File: src/rtl/seg_pkg.sv
// seg_pkg: shared constants for the 7-segment scan controller.
//   SEG_OFF / AN_OFF : all-dark segment and anode patterns (active-low).
//   NDIG             : number of scanned digits.
//   SEG_GLYPH        : hex glyphs 0..F, active-low, bit 6 = A .. bit 0 = G.
//   disp_t           : one registered display sample (anodes, segments, dp).
package seg_pkg;

  localparam int          NDIG    = 4;
  localparam logic [6:0]  SEG_OFF = 7'b1111111;
  localparam logic [3:0]  AN_OFF  = 4'b1111;

  localparam logic [6:0] SEG_GLYPH [16] = '{
    7'b0000001,  // 0
    7'b1001111,  // 1
    7'b0010010,  // 2
    7'b0000110,  // 3
    7'b1001100,  // 4
    7'b0100100,  // 5
    7'b0100000,  // 6
    7'b0001111,  // 7
    7'b0000000,  // 8
    7'b0000100,  // 9
    7'b0001000,  // A
    7'b1100000,  // b
    7'b0110001,  // C
    7'b1000010,  // d
    7'b0110000,  // E
    7'b0111000   // F
  };

  typedef struct packed {
    logic [3:0] an;
    logic [6:0] seven;
    logic       dp;
  } disp_t;

  localparam disp_t DISP_OFF = '{an: AN_OFF, seven: SEG_OFF, dp: 1'b1};

endpackage

File: src/rtl/binary_to_segment.sv
// binary_to_segment: combinational hex-nibble to 7-segment decoder.
//   bin : 4-bit nibble in.
//   seg : active-low segments out, bit 6 = A .. bit 0 = G.
module binary_to_segment
  import seg_pkg::*;
(
  input  logic [3:0] bin,
  output logic [6:0] seg
);

  assign seg = SEG_GLYPH[bin];

endmodule

File: src/rtl/seg_scan_ctrl.sv
// seg_scan_ctrl: time-multiplexed scan controller for a 4-digit
// common-anode 7-segment display with a frame-aligned load/ack handshake.
//   clk, rst_n   : clock, async active-low reset.
//   value_in     : four hex nibbles, [3:0] = digit 0 (rightmost).
//   dp_in        : decimal-point request per digit.
//   digit_en     : live per-digit enable.
//   lzb          : live leading-zero blanking enable.
//   load         : capture request for value_in/dp_in.
//   load_ack     : pulse when a captured value becomes visible.
//   an/seven/dp  : registered active-low display drive.
//   frame_start  : pulse on the output cycle of digit 0, slot count 0.
module seg_scan_ctrl
  import seg_pkg::*;
#(
  parameter int DIV   = 100000,
  parameter int BLANK = 1000
) (
  input  logic        clk,
  input  logic        rst_n,
  input  logic [15:0] value_in,
  input  logic [3:0]  dp_in,
  input  logic [3:0]  digit_en,
  input  logic        lzb,
  input  logic        load,
  output logic        load_ack,
  output logic [3:0]  an,
  output logic [6:0]  seven,
  output logic        dp,
  output logic        frame_start
);

  localparam int            CW       = $clog2(DIV);
  localparam logic [CW-1:0] CNT_LAST = CW'(DIV - 1);
  localparam logic [CW-1:0] CNT_ON   = CW'(DIV - BLANK);

  logic [CW-1:0] cnt_q, cnt_d;
  logic [1:0]    idx_q, idx_d;
  logic [15:0]   shadow_q, shadow_d;
  logic [3:0]    shadow_dp_q, shadow_dp_d;
  logic [15:0]   pend_q, pend_d;
  logic [3:0]    pend_dp_q, pend_dp_d;
  logic          pend_valid_q, pend_valid_d;
  logic          load_ack_q, load_ack_d;
  logic          frame_start_q, frame_start_d;
  disp_t         disp_q, disp_d;

  logic          slot_end, commit, lz_blank, lit;
  logic [3:0]    nib;
  logic [6:0]    glyph;

  assign nib = shadow_q[{idx_q, 2'b00} +: 4];

  binary_to_segment u_dec (
    .bin (nib),
    .seg (glyph)
  );

  always_comb begin
    slot_end = (cnt_q == CNT_LAST);
    // The commit cycle always falls in the blanking tail of digit 3,
    // so swapping the shadow here never shows a torn value.
    commit   = slot_end && (idx_q == 2'(NDIG - 1));

    cnt_d = slot_end ? '0 : cnt_q + CW'(1);
    idx_d = slot_end ? idx_q + 2'd1 : idx_q;

    shadow_d     = shadow_q;
    shadow_dp_d  = shadow_dp_q;
    pend_d       = pend_q;
    pend_dp_d    = pend_dp_q;
    pend_valid_d = pend_valid_q;
    load_ack_d   = 1'b0;

    if (commit) begin
      // A load landing on the commit cycle supersedes any pending value;
      // either way exactly one ack follows.
      if (load) begin
        shadow_d     = value_in;
        shadow_dp_d  = dp_in;
        pend_valid_d = 1'b0;
        load_ack_d   = 1'b1;
      end else if (pend_valid_q) begin
        shadow_d     = pend_q;
        shadow_dp_d  = pend_dp_q;
        pend_valid_d = 1'b0;
        load_ack_d   = 1'b1;
      end
    end else if (load) begin
      pend_d       = value_in;
      pend_dp_d    = dp_in;
      pend_valid_d = 1'b1;
    end

    unique case (idx_q)
      2'd3:    lz_blank = (shadow_q[15:12] == 4'h0);
      2'd2:    lz_blank = (shadow_q[15:8]  == 8'h00);
      2'd1:    lz_blank = (shadow_q[15:4]  == 12'h000);
      default: lz_blank = 1'b0;
    endcase

    lit = (cnt_q < CNT_ON) && digit_en[idx_q] && !(lzb && lz_blank);

    disp_d = DISP_OFF;
    if (lit) begin
      disp_d.an    = ~(4'b0001 << idx_q);
      disp_d.seven = glyph;
      disp_d.dp    = ~shadow_dp_q[idx_q];
    end

    frame_start_d = (cnt_q == '0) && (idx_q == 2'd0);
  end

  always_ff @(posedge clk or negedge rst_n) begin
    if (!rst_n) begin
      cnt_q         <= '0;
      idx_q         <= 2'd0;
      shadow_q      <= 16'h0000;
      shadow_dp_q   <= 4'h0;
      pend_q        <= 16'h0000;
      pend_dp_q     <= 4'h0;
      pend_valid_q  <= 1'b0;
      load_ack_q    <= 1'b0;
      frame_start_q <= 1'b0;
      disp_q        <= DISP_OFF;
    end else begin
      cnt_q         <= cnt_d;
      idx_q         <= idx_d;
      shadow_q      <= shadow_d;
      shadow_dp_q   <= shadow_dp_d;
      pend_q        <= pend_d;
      pend_dp_q     <= pend_dp_d;
      pend_valid_q  <= pend_valid_d;
      load_ack_q    <= load_ack_d;
      frame_start_q <= frame_start_d;
      disp_q        <= disp_d;
    end
  end

  assign an          = disp_q.an;
  assign seven       = disp_q.seven;
  assign dp          = disp_q.dp;
  assign load_ack    = load_ack_q;
  assign frame_start = frame_start_q;

endmodule
File: config.mk
export PLATFORM = sky130hd
export DESIGN_NAME = seg_scan_ctrl
export DESIGN_NICKNAME = d
export VERILOG_FILES = /design/src/rtl/seg_pkg.sv /design/src/rtl/binary_to_segment.sv /design/src/rtl/seg_scan_ctrl.sv
export SDC_FILE = /design/constraint.sdc
export NUM_CORES = 1
export LEC_CHECK = 0
export ABC_AREA = 1
export CAP_MARGIN = 20
export CORE_UTILIZATION = 35
export CTS_CLUSTER_SIZE = 10
export DETAILED_ROUTE_END_ITERATION = 16
export SETUP_SLACK_MARGIN = 0.1
export SYNTH_ARGS = -nofsm -noshare
export SYNTH_HDL_FRONTEND = slang
export SYNTH_SLANG_ARGS = --single-unit
File: constraint.sdc
create_clock -name clk -period 2.8 [get_ports clk]
set_clock_uncertainty 0.15 [all_clocks]
set_input_delay 0.56 -clock clk [delete_from_list [all_inputs] [get_ports clk]]
set_output_delay 0.56 -clock clk [all_outputs]
set_load 0.02 [all_outputs]
# [Word-level counts from Yosys, hierarchy flattened]
# Memories as Yosys holds them, arrays and structs flattened.
# Cells that the tools add are included.
[classes] n_eq_ne=4 reduce_logical=15 n_mux=18 addsub=2 bitwise_logic=4 n_lt_le_gt_ge=3 n_shift=2
[op_table] cell="$mux 16" count=2
[op_table] cell="$add 17x1->17 const B" count=1
[op_table] cell="$eq 17x17->1 const B" count=1
[op_table] cell="$logic_not 17->1" count=1
[op_table] cell="$lt 17x17->1 const B" count=1
[op_table] cell="$mux 17" count=1
[op_table] cell="$shiftx 16x5->4" count=1
[op_table] cell="$mux 7" count=2
[op_table] cell="$logic_not 12->1" count=1
[op_table] cell="$mux 12" count=1
[op_table] cell="$logic_not 8->1" count=1
[op_table] cell="$mux 4" count=2
[op_table] cell="$mux 1" count=7
[op_table] cell="$ge 5x5->1 const B" count=1
[op_table] cell="$logic_and 1x1->1" count=5
[op_table] cell="$not 4->5" count=1
[op_table] cell="$bmux 1 s2" count=2
[op_table] cell="$eq 2x2->1 const B" count=2
[op_table] cell="$logic_not 4->1" count=1
[op_table] cell="$not 4->4" count=1
[op_table] cell="$reduce_and 2->1" count=2
[op_table] cell="$reduce_bool 2->1" count=2
[op_table] cell="$shl 1x2->4 const A" count=1
[op_table] cell="$lt 2x3->1 const B" count=1
[op_table] cell="other kinds (6)" count=7
[word_totals] out_inout_bits=14 reg_bits=74 n_memories=1 romBits=112 input_bits=28 elab_cells=61
[mem_list] name="(no name shown)" depth=16 width=7 rd=1 rd_ports_with_merged_regs=0 write_ports=0 line_no="binary_to_segment.sv:11" rtl="assign seg = SEG_GLYPH[bin];"

# [Longest topological paths before layout]
[logic_depth] depth_word=6 mapped_depth=13 mapped_depth_nobuf=12

# [Cells and area by module]
# A second synthesis with hierarchy kept.
[unflattened] hier_cells=553 hier_area_um2=4121.5
[by_module_without_submodules] mod="seg_scan_ctrl" cells_each=504 n_inst=1 area_each_um2=3847.4
[by_module_without_submodules] mod="binary_to_segment" cells_each=49 n_inst=1 area_each_um2=274.0

# [Least setup slack after synthesis]
# No wires, ideal clock.
[synth_path] path_kind="register to register" from="register idx_q[0]" to="register disp_q, in the netlist seven[3]" arrival_time_ps=1727 period_less_slack_ps=1943 stages_incl_launch_ff=13 setup_slack_ps=857 path_buffers=1 setup_time_ps=65 required_ps=2585 path_cell_list="dfrtp_1 -> inv_1 -> buf_2 -> nand2_1 -> nand2_1 -> nand2_1 -> nand2_1 -> inv_1 -> ha_1 -> nand3b_1 -> nand3_1 -> nand2_1 -> nand3_1"
[synth_rtl] item="start, declared" line_no="seg_scan_ctrl.sv:37" rtl="logic [1:0] idx_q, idx_d;"
[synth_rtl] item="start signal, assigned" line_no="seg_scan_ctrl.sv:127" rtl="idx_q <= idx_d;"
[synth_rtl] item="end signal, assigned" line_no="seg_scan_ctrl.sv:135" rtl="disp_q <= disp_d;"
[synth_rtl] item="end, declared" line_no="seg_scan_ctrl.sv:45" rtl="disp_t disp_q, disp_d;"

==> out/summary.json <==
{
  "avgViaCountPerCell": {"value": 4.80},
  "final-instance-count-excl-fill": {"value": 701},
  "synthesis.nets": {"value": 551},
  "die_area": {"value": 12100, "unit": "um^2"},
  "dr.first_iter.drc_count": {"value": 145},
  "hold_violations": {"value": 0},
  "yosys_most_used_dff": {"value": "sky130_fd_sc_hd__dfrtp_1"},
  "tritoncts.num_buffers": {"value": 9},
  "timing.final.crit_period": {"value": 2420, "unit": "ps"},
  "clock_root_buffer_master": {"value": "sky130_fd_sc_hd__clkbuf_16"},
  "async_reset_ff_share": {"value": 100, "unit": "%"},
  "layout_worst_path_cycle_share": {"value": 86.3, "unit": "%"},
  "cts.hold.buffers_added": {"value": 0},
  "timing.critical_path.arrival": {"value": 2540, "unit": "ps"},
  "master_of_the_slowest_instance_on_the_critical_path": {"value": "sky130_fd_sc_hd__dfrtp_1"},
  "timing.final.max_slew_violations": {"value": 0},
  "drt-pass1-iter-count": {"value": 4},
  "die-width": {"value": 110, "unit": "um"},
  "grt_remaining_overflow": {"value": 0},
  "drc": {"value": 0},
  "critical_path_required": {"value": 2920, "unit": "ps"},
  "rsz0062_at_grt": {"value": "false"},
  "timing_worst_slew_pin_value": {"value": 516, "unit": "ps"},
  "dpl.cell_count": {"value": 680},
  "insertedDiodeCount": {"value": 0},
  "routedWlPerCell": {"value": 12.6, "unit": "um"},
  "share_of_cells_above_drive_strength_1": {"value": 12.5, "unit": "%"},
  "overall_global_routing_usage": {"value": 16.0, "unit": "%"},
  "tritoncts": {"value": "built"},
  "timing.critical_path.to_type": {"value": "register"},
  "setup-violations-final": {"value": 0},
  "ys_seq_elements": {"value": 74},
  "initial_utilization": {"value": 35.8, "unit": "%"},
  "path_delay_family": {"value": "simple AND/OR/NAND/NOR gates"},
  "synth-edff-count": {"value": 0},
  "first_global_vias": {"value": 3007},
  "relSlewSlack": {"value": 65.6, "unit": "%"},
  "cpPeakStageDelay": {"value": 660, "unit": "ps"},
  "postRouteWirelength": {"value": 8.81, "unit": "mm"},
  "finalNetCount": {"value": 593},
  "setup.worst_path.start_class": {"value": "register"},
  "p_leak": {"value": 2.46, "unit": "nW"},
  "vdd_drop_max": {"value": 0.000231, "unit": "V"},
  "max_freq": {"value": 414, "unit": "MHz"},
  "crit_path_cell_trace": {"value": "clkinvlp_4, buf_4, nand2_1, nand2_1, nand2_1, nand2_1, inv_1, ha_1, nand3b_1, nand3_1, nand2_1, nand3_1"},
  "placementRows": {"value": 39},
  "critical_path_class": {"value": "register to register"},
  "syn_area": {"value": 4090, "unit": "um^2"},
  "path_common_cell": {"value": "sky130_fd_sc_hd__nand2_1"},
  "floorplan.core_area": {"value": 11400, "unit": "um^2"},
  "ioPinCount": {"value": 42},
  "status": {"value": "finished, final reports clean"},
  "largest_net_degree_at_the_start_of_global_routing": {"value": 75},
  "syn_inst": {"value": 511},
  "crit_fanout": {"value": 15},
  "path_buf_inv": {"value": 3},
  "yosysWarningCount": {"value": 0},
  "setup-tns-final": {"value": 0, "unit": "ps"},
  "post_synth.cell_area_avg": {"value": 8.01, "unit": "um^2"},
  "dp_hpwl": {"value": 6.34, "unit": "mm"},
  "antenna_found_initial": {"value": 0},
  "port-buffer-count": {"value": 41},
  "utilization": {"value": 43.3, "unit": "%"},
  "timing.max_cap.violations": {"value": 0},
  "vias": {"value": 3364},
  "final_antenna_net_count": {"value": 0},
  "cts_sinks": {"value": 74},
  "worst_skew_pair.late_latency": {"value": 340, "unit": "ps"},
  "clk_transition_reported_paths": {"value": 60, "unit": "ps"},
  "hold_class": {"value": "input port to async pin"},
  "cts.path.max_buffers": {"value": 2},
  "grt_first_pass_wirelength": {"value": 15.0, "unit": "mm"},
  "htreeDepth": {"value": 3},
  "synth-seq-area-share": {"value": 45.6, "unit": "%"},
  "p_per_area": {"value": 475, "unit": "nW/um^2"},
  "area.growth.synth_to_final": {"value": 20.9, "unit": "%"},
  "ys_types": {"value": 31},
  "gp_congestion": {"value": 0.862},
  "die_h": {"value": 110, "unit": "um"}
}
-- worst paths after layout --
check / cells after the start / slack [ps] / start / end
max reg2reg: 12 / 380 / idx_q[0] / seven[3]
max: 12 / 380 / idx_q[0] / seven[3]
max in group asynchronous: 2 / 2040 / rst_n / seven[5]
min: 2 / 80 / rst_n / cnt_q[14]
min in group clk: 2 / 320 / pend_q[14] / pend_q[14]
min reg2reg: 2 / 320 / pend_q[14] / pend_q[14]
-- sequential cells by signal, summed over array words and instances (netlist names) --
| signal | cells |
|---|---|
| cnt_q | 17 |
| pend_q | 16 |
| shadow_q | 16 |
| seven | 7 |
| an | 4 |
| pend_dp_q | 4 |
| shadow_dp_q | 4 |
| idx_q | 2 |
| dp | 1 |
| frame_start | 1 |
| load_ack | 1 |
| pend_valid_q | 1 |
-- routing by layer --
layer	part of all wire (%)	global-route usage, %	vias up
li1	-	-	1747
met1	51	23.6	1540
met2	43	22.6	65
met3	4.5	3.82	12
met4	1.4	5.92	0
met5	0	0	-
-- metrics by stage --
stage / power, W / hold WS, ps / cell area, um^2 / setup slack (ps)
CTS: 0.00239 / 108 / 4900 / 298
finish: 0.00235 / 75.9 / 4940 / 383
global placement: 0.00131 / 299 / 4640 / 396
global route: 0.00245 / 122 / 4940 / 156
floorplan: 0.00122 / 114 / 4090 / 857
detailed placement: 0.00131 / 305 / 4640 / 315
-- synthesized netlist by cell type, types with 2 or more instances --
| master | n | share of area [%] |
|---|---|---|
| sky130_fd_sc_hd__buf_1 | 2 | 0.18 |
| sky130_fd_sc_hd__nand2_1 | 164 | 15 |
| sky130_fd_sc_hd__nand3_2 | 2 | 0.49 |
| sky130_fd_sc_hd__a21oi_1 | 4 | 0.49 |
| sky130_fd_sc_hd__nor2_1 | 40 | 3.7 |
| sky130_fd_sc_hd__mux2_2 | 20 | 5.5 |
| sky130_fd_sc_hd__ha_1 | 12 | 3.7 |
| sky130_fd_sc_hd__nand3b_1 | 3 | 0.55 |
| sky130_fd_sc_hd__xor2_1 | 7 | 1.5 |
| sky130_fd_sc_hd__dfrtp_1 | 62 | 38 |
| sky130_fd_sc_hd__clkbuf_1 | 6 | 0.55 |
| sky130_fd_sc_hd__nand2_2 | 3 | 0.46 |
| sky130_fd_sc_hd__buf_2 | 10 | 1.2 |
| sky130_fd_sc_hd__dfstp_2 | 12 | 7.7 |
| sky130_fd_sc_hd__inv_1 | 40 | 3.7 |
| sky130_fd_sc_hd__nor3_1 | 6 | 0.73 |
| sky130_fd_sc_hd__buf_6 | 2 | 0.55 |
| sky130_fd_sc_hd__nor3b_1 | 2 | 0.37 |
| sky130_fd_sc_hd__inv_2 | 3 | 0.28 |
| sky130_fd_sc_hd__nand4_1 | 25 | 3.8 |
| sky130_fd_sc_hd__buf_4 | 2 | 0.37 |
| sky130_fd_sc_hd__o21ai_0 | 10 | 1.2 |
| sky130_fd_sc_hd__nand3_1 | 66 | 8.1 |
-- where the power goes --
part	total, W	switching, W	internal, W
clock network	0.00106	0.000434	0.000626
logic	0.000171	0.0000827	0.0000884
registers	0.00112	0.0000139	0.00110
total	0.00235	0.000531	0.00182
-- cells by family after synthesis --
logic type / after synthesis / synth area share, %
XOR/XNOR: 7 / 1.50
flip-flops: 74 / 45.6
multiplexers: 20 / 5.50
AND/OR/NAND/NOR: 316 / 34.7
adder cells (fa/ha/maj): 12 / 3.67
AO/OA/AOI/OAI: 17 / 2.17
buffers and inverters: 65 / 6.82
-- final cells by class --
type	instances	area (um^2)
Fill cell	1182	6470
Clock inverter	2	13.8
Timing Repair Buffer	53	520
Inverter	43	165
Sequential cell	74	1870
Tap cell	143	179
Clock buffer	14	254
Multi-Input combinational cell	372	1950
-- layout by cell type (no fill, tap or decap), drive strengths merged, types with 3 or more instances in the layout --
master / n
nand2: 167
nand3: 69
dfrtp: 62
nor2: 43
inv: 42
clkdlybuf4s50: 40
nand4: 25
mux2: 20
clkbuf: 14
buf: 13
ha: 12
dfstp: 12
o21ai: 11
xor2: 7
nor3: 6
a21oi: 4
nand3b: 3
-- repair_timing --
action,4_1_cts,5_1_grt
resized for setup,0,1
buffers inserted,0,5
setup endpoints to repair,0,1
Power figures use the tool's default switching activity.
